File: src/rtl/instruction_fetch_stage.sv
// Instruction fetch stage: PC register, zero-latency memory address, IF/ID pipeline register.
// Latency: 0 cycles PC->imem_address, 1 cycle to IF/ID. Backpressure: freeze holds PC and IF/ID; branch_taken flushes.
// Optional FETCH_PERF_CNT_EN macro adds fetch/stall/flush performance counters.
module instruction_fetch_stage #(
    parameter logic [31:0] RESET_PC  = 32'd0,
    parameter logic [31:0] NOP_INSTR = 32'd0
) (
    input  logic        clk,
    input  logic        rst,
    input  logic        freeze,
    input  logic        branch_taken,
    input  logic [31:0] branch_target,
    output logic [31:0] imem_address,
    input  logic [31:0] imem_instruction,
    output logic [31:0] if_id_pc,
    output logic [31:0] if_id_instruction,
    output logic        if_id_valid,
    output logic [31:0] fetch_count,
    output logic [31:0] stall_count,
    output logic [31:0] flush_count
);

    logic [31:0] pc_q, pc_d;
    logic [31:0] if_pc_q, if_pc_d;
    logic [31:0] if_instr_q, if_instr_d;
    logic        if_vld_q, if_vld_d;

    logic        do_flush;
    logic        do_stall;
    logic        do_fetch;
    logic [31:0] pc_inc;

    // Branch beats freeze: a redirect must never be lost behind a stall.
    assign do_flush = branch_taken;
    assign do_stall = freeze & ~branch_taken;
    assign do_fetch = ~freeze & ~branch_taken;
    assign pc_inc   = pc_q + 32'd1;

    always_comb begin
        pc_d       = pc_q;
        if_pc_d    = if_pc_q;
        if_instr_d = if_instr_q;
        if_vld_d   = if_vld_q;
        if (do_flush) begin
            pc_d       = branch_target;
            if_pc_d    = 32'd0;
            if_instr_d = NOP_INSTR;
            if_vld_d   = 1'b0;
        end else if (do_fetch) begin
            pc_d       = pc_inc;
            if_pc_d    = pc_inc;
            if_instr_d = imem_instruction;
            if_vld_d   = 1'b1;
        end
    end

    always_ff @(posedge clk) begin
        if (rst) begin
            pc_q       <= RESET_PC;
            if_pc_q    <= 32'd0;
            if_instr_q <= NOP_INSTR;
            if_vld_q   <= 1'b0;
        end else begin
            pc_q       <= pc_d;
            if_pc_q    <= if_pc_d;
            if_instr_q <= if_instr_d;
            if_vld_q   <= if_vld_d;
        end
    end

    assign imem_address      = pc_q;
    assign if_id_pc          = if_pc_q;
    assign if_id_instruction = if_instr_q;
    assign if_id_valid       = if_vld_q;

`ifdef FETCH_PERF_CNT_EN
    logic [31:0] fetch_cnt_q, fetch_cnt_d;
    logic [31:0] stall_cnt_q, stall_cnt_d;
    logic [31:0] flush_cnt_q, flush_cnt_d;

    // Exactly one counter advances per non-reset edge; all wrap naturally.
    always_comb begin
        fetch_cnt_d = fetch_cnt_q;
        stall_cnt_d = stall_cnt_q;
        flush_cnt_d = flush_cnt_q;
        if (do_fetch) fetch_cnt_d = fetch_cnt_q + 32'd1;
        if (do_stall) stall_cnt_d = stall_cnt_q + 32'd1;
        if (do_flush) flush_cnt_d = flush_cnt_q + 32'd1;
    end

    always_ff @(posedge clk) begin
        if (rst) begin
            fetch_cnt_q <= 32'd0;
            stall_cnt_q <= 32'd0;
            flush_cnt_q <= 32'd0;
        end else begin
            fetch_cnt_q <= fetch_cnt_d;
            stall_cnt_q <= stall_cnt_d;
            flush_cnt_q <= flush_cnt_d;
        end
    end

    assign fetch_count = fetch_cnt_q;
    assign stall_count = stall_cnt_q;
    assign flush_count = flush_cnt_q;
`else
    assign fetch_count = 32'd0;
    assign stall_count = 32'd0;
    assign flush_count = 32'd0;
`endif

endmodule

File: config.mk
export PLATFORM = sky130hd
export DESIGN_NAME = instruction_fetch_stage
export DESIGN_NICKNAME = d
export VERILOG_FILES = /design/src/rtl/instruction_fetch_stage.sv
export SDC_FILE = /design/constraint.sdc
export NUM_CORES = 1
export LEC_CHECK = 0
export BUFFER_PORTS_ARGS = -buffer_cell sky130_fd_sc_hd__buf_2
export CAP_MARGIN = 20
export CELL_PAD_IN_SITES_DETAIL_PLACEMENT = 0
export CELL_PAD_IN_SITES_GLOBAL_PLACEMENT = 1
export CORE_MARGIN = 2
export CORE_UTILIZATION = 25
export CTS_CLUSTER_SIZE = 20
export DETAILED_ROUTE_END_ITERATION = 8
export PLACE_DENSITY_LB_ADDON = 0.15
export SLEW_MARGIN = 20
export SYNTH_ARGS = -nofsm -noshare
export SYNTH_HDL_FRONTEND = slang
export SYNTH_SLANG_ARGS = --single-unit
File: constraint.sdc
create_clock -name clk -period 2.4 [get_ports clk]
set_input_delay 0.12 -clock clk [delete_from_list [all_inputs] [get_ports clk]]
set_output_delay 0.12 -clock clk [all_outputs]
set_load 0.05 [all_outputs]
==> out/results.ini, run 1 <==
[worst_setup_path]
ff2ff_setup_slack_ps=300
r2r-start=imem_address[1]
start_kind=flop
path_cells=ha_1, nand3_2, nor4_4, nand2_1, a221oi_1, nor3_1
end_kind=flop
crit_type=flop to flop
slowest_delay_ps=520
critPathSlowestCell=nor4_4
arrival_ps=2330
critical_path.startpoint=imem_address[1]
path_max_fanout=8
cp.required_ps=2630

[sta]
min_period_ps=2099
slew_headroom=0.6169
fmax_ghz=0.4765
report.final.setup_viol=0
final.setup_skew_ps=6.103
final_max_slew_viol_count=0
rsz0062_at_grt=no
worst_pin_slew_ps=574.7
hold_viol=0
finalCritPeriodShare=0.8744
setup_ws_ps=301.3
fin_tns_setup_ps=0

[grt]
grt_pass1_vias=4216
grt.total_usage=0.1367
antenna_found_initial=0
grt_pass1_wl_mm=23.67
grt-ovfl-total=0
grt_start_max_net_pins=42

[routing]
drt_iter0_markers=195
first_pass_iters=4
wire_per_inst_um=14.71
drc=0
drt_wl_total_mm=15.74
ant_nets=0
dr_total_vias=4458
routed_via_density=4.166

[layout]
final_nets=859
area_growth_pct=25.76
diodes=0
layout_common_cells=buf_2 (164), dfxtp_1 (97), conb_1 (96)
layout_commonest_cell=buf_2
finish.utilization=0.3184
drive_above_1_share=0.2679
nFillCells=2272

[power_and_ir_drop]
sw_frac_of_total=0.3544
leakagePower_nw=3.140
irDropWorstVdd_mv=0.4053
pwr-share-seq=0.401
power.switching_w=0.001558
power_frac_comb=0.235
finalPower_w=0.004397
power.density_nw_per_um2=661.0
internal_power_w=0.002839
p_clk_frac=0.364

[clock_network]
clk_pin_slew_ps=70
tritoncts=built
clock-root-buffer=clkbuf_16
cts_max_level=3
cts.sinks=97
cts_resized=0
numCtsBuffers=9
clk_latency_ps=350
hold_buffers=26
cts_setup_buffers=0
clock_path_buffers=2

[synth]
yosysUniqueCellTypes=43
synth_top_cell_area_share=0.3672
synthFlopType=dfxtp_1
seq_area_frac_synth=0.3672
synthTopCellsByArea=dfxtp_1 (37%), buf_4 (14%), mux2i_1 (7.2%)
synth_warnings=0
synth_largest_area_cell=dfxtp_1
syn_area_per_cell_um2=8.600
synthArstFlopShare=0
ys_seq_elements=97
synth_edf_count=0
synth.cell_area_um2=5289
synth_cells=615

[placed_design]
dp_hpwl_mm=11.93
numPortBuffers=164
place.gp.congestion=0.7708
dp_slack_ps=311.2

[floorplan]
row_count=53
start_util=0.2532
die_area_um2=22340
ioPinCount=261
die_height_um=149.5
die_x_um=149.5
core_um2=20890

[status]
outcome=finished, final reports clean

[worst_hold_path]
hold_class=primary input to flop
hold_start=imem_instruction[10]

[flow_run]
drv_cap=0

## kinds of logic (layout without fill, tap and decap cells)
kind of cell | after synthesis | count (layout) | share of synthesized area
AOI/OAI and AO/OA | 100 | 100 | 0.1110
xor gates and xnor gates | 49 | 49 | 0.08114
adders and majority gates | 1 | 1 | 0.002365
buffers and inverters | 150 | 235 | 0.1781
DFF | 97 | 97 | 0.3672
muxes | 38 | 38 | 0.07192
other | 1 | 96 | 0.0007090
and+or+nand+nor | 179 | 179 | 0.1876
## cells in the mapped netlist (all sizes together) (10+ instances only)
cell and number:
a211oi 12, a21oi 40, buf 112, clkbuf 24, dfxtp 97, inv 14
mux2i 38, nand2 24, nand3 15, nand4 19, nor2 76, nor3 14
o21a 10, o21ai 27, xnor2 25, xor2 24
## registers in the layout (all words and copies together), names as in the netlist
register	cells
imem_address	32
if_id_valid	1
if_id_pc	32
if_id_instruction	32
## final timing paths
| path | end | cells past startpoint |
|---|---|---|
| worst max-delay path | imem_address[20] | 6 |
| worst min-delay path | if_id_instruction[10] | 3 |
| worst max register to register | imem_address[20] | 6 |
| worst min register to register | if_id_valid | 2 |
## worst max-delay path, delay by kind of cell (launching register included)
| family | cells | cell delay (ps) |
|---|---|---|
| simple gates | 4 | 970 |
| fa+ha+maj | 1 | 260 |
| flops | 1 | 430 |
| compound gates | 1 | 310 |
## stage by stage
stage | std cells | hold WS [ps] | cell area [um2]
CTS | 1070 | 1.661 | 6651
floorplan | 710 | 262.7 | 5645
global route | 1070 | 15.49 | 6651
finish | 1070 | 10.33 | 6651
detailed placement | 1028 | 360.9 | 6066
global placement | 1028 | 352.0 | 6066
## layout make-up
| class | count | area (um2) | area share |
|---|---|---|---|
| Tap cell | 275 | 344.1 | 0.05173 |
| Timing Repair Buffer | 205 | 1219 | 0.1832 |
| Clock inverter | 7 | 100.1 | 0.01505 |
| Multi-Input combinational cell | 463 | 2769 | 0.4163 |
| Clock buffer | 9 | 225.2 | 0.03386 |
| Sequential cell | 97 | 1942 | 0.2919 |
| Inverter | 14 | 52.55 | 0.007901 |
## per-layer routing
metal | part of all wire | vias up | track usage
li1 | - | 2242 | -
met1 | 0.47 | 2056 | 0.1860
met2 | 0.47 | 145 | 0.2170
met3 | 0.048 | 15 | 0.02287
met4 | 0.015 | 0 | 0.05143
met5 | 0 | - | 0
## power groups by stage
stage	Combinational, W	Clock (W)	Sequential (W)
floorplan	0.000693	0	0.00201
global placement	0.00100	0	0.00180
detailed placement	0.00100	0	0.00180
CTS	0.00104	0.00167	0.00177
global route	0.00110	0.00171	0.00178
finish	0.00103	0.00160	0.00176
No activity file was read; power rests on OpenSTA's default activity.
==> inputs of run 2 (changes only) <==
Settings changed: ABC_AREA set to 1.
==> run 2 against run 1 <==
Die area down 1.2%. Non-clock buffer count down 32. Largest cell class unchanged. Sequential cell count is the same. Critical endpoint unchanged. Highest routed layer is now met5.
==> out/results.ini, run 2 <==
[routing]
first_pass_iters=4
drc=0
drt_wl_total_mm=16.80
ant_nets=0
drt_iter0_markers=194
wire_per_inst_um=14.45
dr_total_vias=4706
routed_via_density=4.046

[sta]
final_max_slew_viol_count=0
fin_tns_setup_ps=0
setup_ws_ps=742.5
rsz0062_at_grt=no
slew_headroom=0.5013
hold_viol=0
finalCritPeriodShare=0.6906
worst_pin_slew_ps=748.1
final.setup_skew_ps=9.831
min_period_ps=1657
fmax_ghz=0.6033
report.final.setup_viol=0

[synth]
synth_warnings=0
synth-simple-area-share=0.2959
synth-xor-area-share=0.006703
synth_edf_count=0
yosys-mux-area-fraction=0
synthAdderAreaFrac=0.002394
yosysUniqueCellTypes=32
seq_area_frac_synth=0.3716
synth_top_family_by_area=simple AND/OR/NAND/NOR gates
synth_largest_area_cell=dfxtp_1
synth_common_cells=nand2_1 (152), dfxtp_1 (97), buf_4 (96), nor2_1 (96), inv_1 (61)
synth.cell_area_um2=5226
syn_area_per_cell_um2=7.111
synth_top_cell_area_share=0.3716
synthArstFlopShare=0
ys_seq_elements=97
synthFlopType=dfxtp_1
synth-compound-area-share=0.1051
yosysMostFrequentCell=nand2_1
synth_cells=735
synthTopCellsByArea=dfxtp_1 (37%), buf_4 (14%), nand2_1 (11%)

[layout]
final_nets=956
area_growth_pct=18.89
drive_above_1_share=0.2545
nFillCells=2326
finish.utilization=0.3051
fin_area_um2=6213
layout_common_cells=buf_2 (164), nand2_1 (151), dfxtp_1 (97)
layout_commonest_cell=buf_2

[worst_setup_path]
rr_endpoint=imem_address[20]
start_kind=flop
critical_path.startpoint=imem_address[0]
path_max_fanout=6
cp.required_ps=2680
arrival_ps=1940
r2r-start=imem_address[0]
ff2ff_setup_slack_ps=740
reg2reg_depth=9
end_kind=flop
crit_type=flop to flop
cp-endpoint=imem_address[20]

[worst_hold_path]
hold_class=primary input to flop

[placed_design]
dp_slack_ps=736.3
dp_hpwl_mm=12.23
numPortBuffers=164
dpl_cell_area_um2=5907
place.gp.congestion=0.7473

[clock_network]
hold_buffers=0
cts_setup_buffers=0
clock-root-buffer=clkbuf_16
cts_max_level=3
clk_pin_slew_ps=80
clock_path_buffers=2
clk_latency_ps=350
tritoncts=built
cts_resized=0
numCtsBuffers=9
cts.sinks=97

[grt]
grt_pass1_vias=4531
grt_start_max_net_pins=59
antenna_found_initial=2
grt.total_usage=0.1510
grt-ovfl-total=0
grt_pass1_wl_mm=25.55

[power_and_ir_drop]
irDropWorstVdd_mv=0.3556
power.density_nw_per_um2=664.9
leakagePower_nw=2.914

[flow_run]
drv_cap=0

[floorplan]
core_um2=20360
die_x_um=148.6
ioPinCount=261
die_height_um=148.6
start_util=0.2566
row_count=52
die_area_um2=22080

[status]
outcome=finished, final reports clean

run 2: changes by cell type in the layout (fill, tap and decap cells not counted), moves of 23 or more:
cell and delta:
nand2_1 +127, inv_1 +47, mux2i_1 -38, dlygate4sd3_1 -26, nor3_1 +23, xor2_1 -23
run 2: worst min path at each step:
stage               slack (ps)  cells past startpoint         endpoint        startpoint
global placement           400                      3  imem_address[4]  branch_target[4]
floorplan                  280                      3  imem_address[1]               rst
global route                20                      3  imem_address[4]  branch_target[4]
CTS                          6                      3  imem_address[4]  branch_target[4]
finish                      30                      3  imem_address[4]  branch_target[4]
detailed placement         410                      3  imem_address[4]  branch_target[4]
run 2: critical path, stage by stage, from the launching register on:
cell and delay (ps):
dfxtp_1 410, ha_1 190, nand2_1 110, nor2_4 170
nand2_4 130, nor2_4 180, nand2_1 80, nand2_1 60
nand3_1 90, a21oi_1 160
run 2: report_power, final:
group / leakage, nW / total [W] / switching, W / internal [W]
Combinational: 1.98 / 0.000887 / 0.000733 / 0.000153
Clock: 0.146 / 0.00152 / 0.000698 / 0.000827
Sequential: 0.790 / 0.00172 / 0.0000579 / 0.00166
run 2: stage by stage:
step	std cells	hold WS (ps)	total power (W)
after floorplan	830	281.7	0.002588
after global placement	1146	403.5	0.002653
after detailed placement	1146	405.1	0.002651
after CTS	1162	6.421	0.004214
after global routing	1162	17.17	0.004333
final	1163	31.52	0.004131
run 2: area by class of cell:
cell class / instances / area (um2) / share of cell area
multi-input combinational: 544 / 2506 / 0.4033
sequential: 97 / 1942 / 0.3125
timing repair buffer: 173 / 888.4 / 0.1430
tap: 270 / 337.8 / 0.05437
inverter: 62 / 232.7 / 0.03745
clock buffer: 10 / 229.0 / 0.03685
clock inverter: 6 / 75.07 / 0.01208
antenna: 1 / 2.502 / 0.0004027
run 2: logic make-up after synthesis:
kind of cell,Yosys count
compound gates,102
xor+xnor,4
fa+ha+maj,1
buf+inv,189
flops,97
other cells,1
simple gates,341
run 2: routing by layer:
metal | global-route usage | wire length (um)
met1 | 0.1912 | 7465
met2 | 0.2486 | 7880
met3 | 0.05184 | 1294
met4 | 0.03429 | 152
met5 | 0 | 11
